[src/rtl/prg_dma_loader.sv]
// Converts HPS ioctl download streams (PRG files or raw RAM images) into byte writes
// on a DMA port with backpressure, finishing PRG loads with the BASIC end pointers.
module prg_dma_loader #(
    parameter int          AW        = 16,
    parameter logic [7:0]  PRG_INDEX = 8'h41,
    parameter logic [7:0]  IMG_INDEX = 8'h00,
    parameter int unsigned IMG_LO    = 'h0400,
    parameter int unsigned IMG_HI    = 'h8000,
    parameter int unsigned IMG_BASE  = 'h8000,
    parameter int unsigned RAM_TOP   = 'h8000,
    parameter int unsigned PTR_BASE  = 'h002A,
    parameter int unsigned NPTR      = 3
) (
    input  logic          i_clk,
    input  logic          i_reset,
    input  logic          i_ioctl_download,
    input  logic [7:0]    i_ioctl_index,
    input  logic          i_ioctl_wr,
    input  logic [24:0]   i_ioctl_addr,
    input  logic [7:0]    i_ioctl_dout,
    output logic          o_ioctl_wait,
    output logic [AW-1:0] o_dma_addr,
    output logic [7:0]    o_dma_din,
    output logic          o_dma_we,
    input  logic          i_dma_ready,
    output logic          o_busy,
    output logic          o_done,
    output logic          o_overflow,
    output logic          o_short_file,
    output logic [AW-1:0] o_end_addr
);

    typedef enum logic [2:0] {S_IDLE, S_HDR, S_DATA, S_PTR, S_DONE} state_t;

    localparam logic [24:0]   LP_IMG_LO   = IMG_LO[24:0];
    localparam logic [24:0]   LP_IMG_HI   = IMG_HI[24:0];
    localparam logic [AW-1:0] LP_IMG_BASE = IMG_BASE[AW-1:0];
    localparam logic [AW:0]   LP_RAM_TOP  = RAM_TOP[AW:0];
    localparam logic [AW-1:0] LP_PTR_BASE = PTR_BASE[AW-1:0];
    localparam logic [3:0]    LP_NPB      = 4'(2 * NPTR);

    state_t        r_state;
    logic          r_dl_prev;
    logic          r_img;
    logic [1:0]    r_cnt;
    logic [AW-1:0] r_addr;
    logic [3:0]    r_pidx;
    logic          r_pending;
    logic [AW-1:0] r_dma_addr;
    logic [7:0]    r_dma_din;
    logic          r_busy;
    logic          r_done;
    logic          r_ovf;
    logic          r_short;

    logic w_wait;
    logic w_start;
    logic w_acc;
    logic w_consume;
    logic w_free;

    assign w_wait    = r_pending | (r_state == S_PTR);
    assign w_start   = i_ioctl_download & ~r_dl_prev;
    assign w_acc     = i_ioctl_wr & ~w_wait;
    assign w_consume = r_pending & i_dma_ready;
    assign w_free    = ~r_pending | i_dma_ready;

    assign o_ioctl_wait = w_wait;
    assign o_dma_addr   = r_dma_addr;
    assign o_dma_din    = r_dma_din;
    assign o_dma_we     = r_pending;
    assign o_busy       = r_busy;
    assign o_done       = r_done;
    assign o_overflow   = r_ovf;
    assign o_short_file = r_short;
    assign o_end_addr   = r_addr;

    always_ff @(posedge i_clk) begin
        if (i_reset) begin
            r_state    <= S_IDLE;
            r_dl_prev  <= 1'b0;
            r_img      <= 1'b0;
            r_cnt      <= '0;
            r_addr     <= '0;
            r_pidx     <= '0;
            r_pending  <= 1'b0;
            r_dma_addr <= '0;
            r_dma_din  <= '0;
            r_busy     <= 1'b0;
            r_done     <= 1'b0;
            r_ovf      <= 1'b0;
            r_short    <= 1'b0;
        end else begin
            r_dl_prev <= i_ioctl_download;
            r_done    <= 1'b0;
            // A consumed entry is cleared here; any load below in the same cycle overrides it.
            if (w_consume) r_pending <= 1'b0;

            if (w_start && (i_ioctl_index == PRG_INDEX || i_ioctl_index == IMG_INDEX)) begin
                r_busy <= 1'b1;
                r_cnt  <= '0;
                r_pidx <= '0;
                if (i_ioctl_index == PRG_INDEX) begin
                    r_state <= S_HDR;
                    r_img   <= 1'b0;
                    r_ovf   <= 1'b0;
                    r_short <= 1'b0;
                end else begin
                    r_state <= S_DATA;
                    r_img   <= 1'b1;
                end
            end else begin
                case (r_state)
                    S_IDLE: ;
                    S_HDR: begin
                        if (!i_ioctl_download) begin
                            r_short <= 1'b1;
                            r_busy  <= 1'b0;
                            r_state <= S_IDLE;
                        end else if (w_acc) begin
                            r_cnt <= (r_cnt == 2'd3) ? 2'd3 : r_cnt + 2'd1;
                            if (i_ioctl_addr == 25'd0) begin
                                r_addr[7:0] <= i_ioctl_dout;
                            end else if (i_ioctl_addr == 25'd1) begin
                                r_addr  <= AW'({i_ioctl_dout, r_addr[7:0]});
                                r_state <= S_DATA;
                            end
                        end
                    end
                    S_DATA: begin
                        if (!i_ioctl_download) begin
                            if (r_img) begin
                                if (!r_pending) begin
                                    r_busy  <= 1'b0;
                                    r_state <= S_IDLE;
                                end
                            end else if (r_cnt != 2'd3) begin
                                r_short <= 1'b1;
                                r_busy  <= 1'b0;
                                r_state <= S_IDLE;
                            end else if (!r_pending) begin
                                r_state <= S_PTR;
                            end
                        end else if (w_acc) begin
                            if (r_img) begin
                                if (i_ioctl_addr >= LP_IMG_LO && i_ioctl_addr < LP_IMG_HI) begin
                                    r_pending  <= 1'b1;
                                    r_dma_addr <= i_ioctl_addr[AW-1:0] + LP_IMG_BASE;
                                    r_dma_din  <= i_ioctl_dout;
                                end
                            end else begin
                                r_cnt <= (r_cnt == 2'd3) ? 2'd3 : r_cnt + 2'd1;
                                if ({1'b0, r_addr} >= LP_RAM_TOP) begin
                                    r_ovf <= 1'b1;
                                end else begin
                                    r_pending  <= 1'b1;
                                    r_dma_addr <= r_addr;
                                    r_dma_din  <= i_ioctl_dout;
                                    r_addr     <= r_addr + 1'b1;
                                end
                            end
                        end
                    end
                    S_PTR: begin
                        // Next pointer byte is issued as soon as the buffer frees, with no bubble.
                        if (r_pidx == LP_NPB) begin
                            if (w_free) begin
                                r_busy  <= 1'b0;
                                r_done  <= 1'b1;
                                r_state <= S_DONE;
                            end
                        end else if (w_free) begin
                            r_pending  <= 1'b1;
                            r_dma_addr <= LP_PTR_BASE + AW'(r_pidx);
                            r_dma_din  <= r_pidx[0] ? r_addr[15:8] : r_addr[7:0];
                            r_pidx     <= r_pidx + 4'd1;
                        end
                    end
                    S_DONE: r_state <= S_IDLE;
                    default: r_state <= S_IDLE;
                endcase
            end
        end
    end

endmodule

[config.mk]
export PLATFORM = sky130hd
export DESIGN_NAME = prg_dma_loader
export DESIGN_NICKNAME = d
export VERILOG_FILES = /design/src/rtl/prg_dma_loader.sv
export SDC_FILE = /design/constraint.sdc
export NUM_CORES = 1
export LEC_CHECK = 0
export BUFFER_PORTS_ARGS = -buffer_cell sky130_fd_sc_hd__buf_2
export CAP_MARGIN = 10
export CELL_PAD_IN_SITES_DETAIL_PLACEMENT = 0
export CELL_PAD_IN_SITES_GLOBAL_PLACEMENT = 1
export CORE_ASPECT_RATIO = 1.25
export CORE_MARGIN = 5
export CORE_UTILIZATION = 39
export CTS_BUF_LIST = sky130_fd_sc_hd__clkbuf_8
export CTS_CLUSTER_SIZE = 14
export DETAILED_ROUTE_END_ITERATION = 8
export PLACE_DENSITY = 0.91
export SLEW_MARGIN = 20
export SYNTH_ARGS = -nofsm -noshare
export SYNTH_HDL_FRONTEND = slang
export SYNTH_SLANG_ARGS = --single-unit
[constraint.sdc]
create_clock -name i_clk -period 4.2 [get_ports i_clk]
set_clock_uncertainty 0.2 [all_clocks]
set_input_delay 1.26 -clock i_clk [delete_from_list [all_inputs] [get_ports i_clk]]
set_output_delay 1.26 -clock i_clk [all_outputs]
set_load 0.02 [all_outputs]
==> results <==
- STA classifies the critical path startpoint as an input port.
- Counting every instance in the synthesized netlist gives approximately 440.
- The via density per instance is a little under 6.
- After detailed routing, the average wire length per cell comes to approximately 18 um.
- In the final layout, the multi-input gates occupy roughly 0.0021 mm2.
- Summed over all nets, wire length on met3 after detailed routing comes to 850 um.
- The number of antenna diodes in the final layout is 0.
- In the final layout, the share of cells above drive strength 1 is 0.246.
- The worst-case register-to-register setup slack is between 1 and 1.5 ns.
- Routability-driven placement finished with a final weighted congestion of 0.920.
- Summing all flip-flop and latch instances after layout gives between 0.001 and 0.0015 mm2.
- The routed design has 11.3 mm of wire.
- For this design the top-level I/O count stands at 92.
- The most critical setup path has its endpoint at o_end_addr[5].
- Clock-pin slew was measured on the worst setup and hold paths at around 0.10 ns.
- In this run the critical register-to-register path is launched from r_pidx[0].
- The share of the cycle needed by the critical path after routing is 0.803.
- In the synthesized netlist the async set-or-reset flop fraction comes to 0.
- The portion of the post-synthesis area used by sequential elements is 0.328.
- The first-pass iteration count of the detailed router is 4.
- The vias after detailed routing is 3685.
- The final max-slew violation count is 0.
- TritonCTS built the clock tree.
- For this design the ratio of total power to cell area is 234 mW/mm2.
- The HPWL after detailed placement is around 8.5 mm.
- Leaving out fill and tap cells, the most frequent cell in the layout is buf_2.
- In the final design database the tool counted 559 nets.
- The number of core rows is 38.
- The synthesis-stage register bit count is 56.
- Measured along the y axis, the die boundary spans roughly 110 um.
- The number of max-cap violations is 0.
- The final-report setup violation count is 0.
- The required arrival time at the worst endpoint is ~4.2 ns.
- The routed metal-1 wirelength is 4.54 mm.
- Synthesis produced a netlist with a net count of between 400 and 500.
- The critical path start-end classification is input port to flop.
- The count of input and output buffers is between 90 and 100.
- The first global-routing pass estimated 18.0 mm of wire.
- Counting along the longest clock path gives a buffer depth of 2.
- After detailed routing, no signal wire sits above met4.
- The post-synthesis instance area is around 0.0034 mm2.
- The routed design uses 5.65 mm of met2 wire.
- The number of antenna violations at the first check in global routing is 0.
- The initial utilization of the core area, before any placement, comes to 0.397.
- The count of unique library cells instantiated by Yosys is 57.
- The fmax is 296 MHz.
- The worst-skew pair later-pin latency is between 0.3 and 0.4 ns.
- The detailed router finished its first iteration with 296 violations.
- The number of synthesis warnings is 0.
- The DRC violations left is 0.
- The number of global-route vias before repair came to roughly 3700.
- The transition at the pin with the smallest max-transition slack is between 0.9 and 1 ns.
- The core region area is between 0.008 and 0.009 mm2.
- The number of sinks driven by the clock tree is 56.
- The full die area is 0.0107 mm2.
- CTS placed an instance of clkbuf_8 at the clock tree root.
- Counting I/O delays and the setup requirement, the final critical path takes 3.37 ns.
- The remaining global-route overflow is 0.
- The startpoint of the worst hold path is o_dma_din[0].
- In this run the tightest slew margin relative to its limit is 0.390.
- The fraction of the core area covered by cells at the end of the flow is 0.472.
- For this design, the CTS-stage hold fixing added 0 buffers.
- The type of the worst min-delay path is flop to flop.
- In the layout the commonest cells are buf_2, dfxtp_1, nand2_1, a21oi_1, o21ai_0.
- The residual antenna-violating net count after detailed routing is 0.
- Clock tree synthesis inserted a total of 5 buffers.
- Across the VDD grid, the largest voltage drop is approximately 0.13 mV.
- Setup repair after global routing left no endpoint under its margin.
- Among all flip-flop cells after synthesis, the most frequent one is dfxtp_1.
- The number of failing hold endpoints at the final stage came to 0.
- The number of gates given a new drive strength after cts is 0.
- The worst reg2reg path depth is 7.
- For this design the static power due to leakage is 1.57 nW.
- Data on the critical path arrives at its endpoint at 3.41 ns.
- Across every metal layer, demand over resource in global routing totals 0.211.
- The synthesized area divided by synthesized cell count is 7.80 um2.
- Tracing the worst setup path back leads to its startpoint at i_ioctl_addr[18].
- Entering global routing, the biggest net connects 48 pins.
- On the final layout, the worst hold slack is 0.263 ns.
- The number of enable-type register cells in the synthesized netlist is 0.
- The H-tree generated during clock tree synthesis spans 2 levels.
- After filler insertion, the fill cell instance count of the layout stands at 900.
- The flow ran to the end, and the final reports show no timing, DRC or antenna violations.
- In this run the horizontal extent of the chip is 93.7 um.
- Compared with the post-synthesis result, the final layout area differs by 19.0%.
- The reg-to-reg critical path endpoint is o_dma_addr[5].
- The setup TNS is 0 ns.
- The maximum fanout count along the critical path is 9.
- The category of the worst setup path capture point is a flop.
- Once the clock tree was built, the setup fixing pass inserted 0 buffers.
[routing by layer]
| layer | track usage | up-vias |
|---|---|---|
| met5 | 0 | - |
| met4 | 0.0944 | 0 |
| met3 | 0.0427 | 23 |
| met2 | 0.359 | 158 |
| met1 | 0.255 | 1735 |
| li1 | - | 1769 |
[critical path, cell delays in order]
cell and delay (ns):
buf_2 0.10, or4_4 0.53, or2_0 0.21, o41a_1 0.55, or2_0 0.44, o32ai_1 0.32
[power by group]
group,switching [mW],internal (mW)
Combinational,0.0389,0.0264
Clock,0.179,0.175
Sequential,0.000239,0.531
[kinds of logic after synthesis]
kind of cell,after synthesis,share of synthesized area
compound gates,137,0.268
xor+xnor,4,0.0103
fa+ha+maj,5,0.0183
flops,56,0.328
simple gates,166,0.251
mux,22,0.0674
buf+inv,48,0.0568
[stage by stage]
| step | cell area (um2) | setup slack (ns) | total power [mW] | cells |
|---|---|---|---|---|
| 3_3_place_gp | 3960 | 0.564 | 0.608 | 621 |
| 5_1_grt | 4060 | 0.707 | 0.979 | 629 |
| 6_report | 4060 | 0.826 | 0.951 | 629 |
| 2_1_floorplan | 3410 | 0.847 | 0.572 | 438 |
| 3_5_place_dp | 3960 | 0.529 | 0.608 | 621 |
| 4_1_cts | 4060 | 0.857 | 0.956 | 629 |
[sequential cells by signal, indices dropped and copies added (netlist names)]
name          cells
r_img             1
r_pidx            4
r_state           3
o_dma_addr       16
o_done            1
o_overflow        1
r_dl_prev         1
o_dma_din         8
o_end_addr       16
o_short_file      1
o_dma_we          1
o_busy            1
r_cnt             2
[worst min-delay path by stage]
stage | endpoint | slack, ns | depth (start not counted)
3_5_place_dp | o_dma_din[0] | 0.25 | 2
4_1_cts | o_dma_din[0] | 0.27 | 2
5_1_grt | o_dma_din[6] | 0.30 | 2
2_1_floorplan | r_cnt[0] | 0.26 | 2
6_report | o_dma_din[0] | 0.26 | 2
3_3_place_gp | o_dma_din[3] | 0.25 | 2
[cells in the mapped netlist, types with 2 or more instances]
cell,count,share of area
a211oi_1,16,0.035
a21boi_0,2,0.0044
a21oi_1,35,0.051
a22oi_1,2,0.0044
a311oi_1,2,0.0051
a31oi_1,2,0.0037
a32oi_1,2,0.0051
and2_1,5,0.0092
and3_1,4,0.0073
and3b_1,2,0.0051
buf_1,3,0.0033
buf_2,4,0.0059
clkbuf_1,29,0.032
dfxtp_1,56,0.33
ha_1,5,0.018
inv_1,10,0.011
mux2_2,8,0.026
mux2i_1,14,0.041
nand2_1,40,0.044
nand2b_1,5,0.0092
nand3_1,19,0.028
nand3b_1,3,0.0066
nand4_1,13,0.024
nor2_1,30,0.033
nor2b_1,5,0.0092
nor3_1,15,0.022
nor3b_1,7,0.015
nor4_1,4,0.0073
o211a_1,2,0.0059
o21a_1,4,0.0088
o21ai_0,33,0.048
o311ai_0,9,0.023
o31a_1,4,0.010
o31ai_1,8,0.018
o32ai_1,6,0.015
or2_0,3,0.0055
or2_2,3,0.0055
or4_1,2,0.0044
or4_4,2,0.0066
xnor2_1,2,0.0051
xor2_1,2,0.0051
[final cells by class]
cell class                      instances  share of cell area
Timing Repair Buffer                  101               0.134
Tap cell                              120              0.0369
Inverter                               10             0.00924
Sequential cell                        56               0.276
Clock inverter                          3             0.00954
Multi-Input combinational cell        334               0.518
Clock buffer                            5              0.0169
No activity file was read; power rests on OpenSTA's default activity.
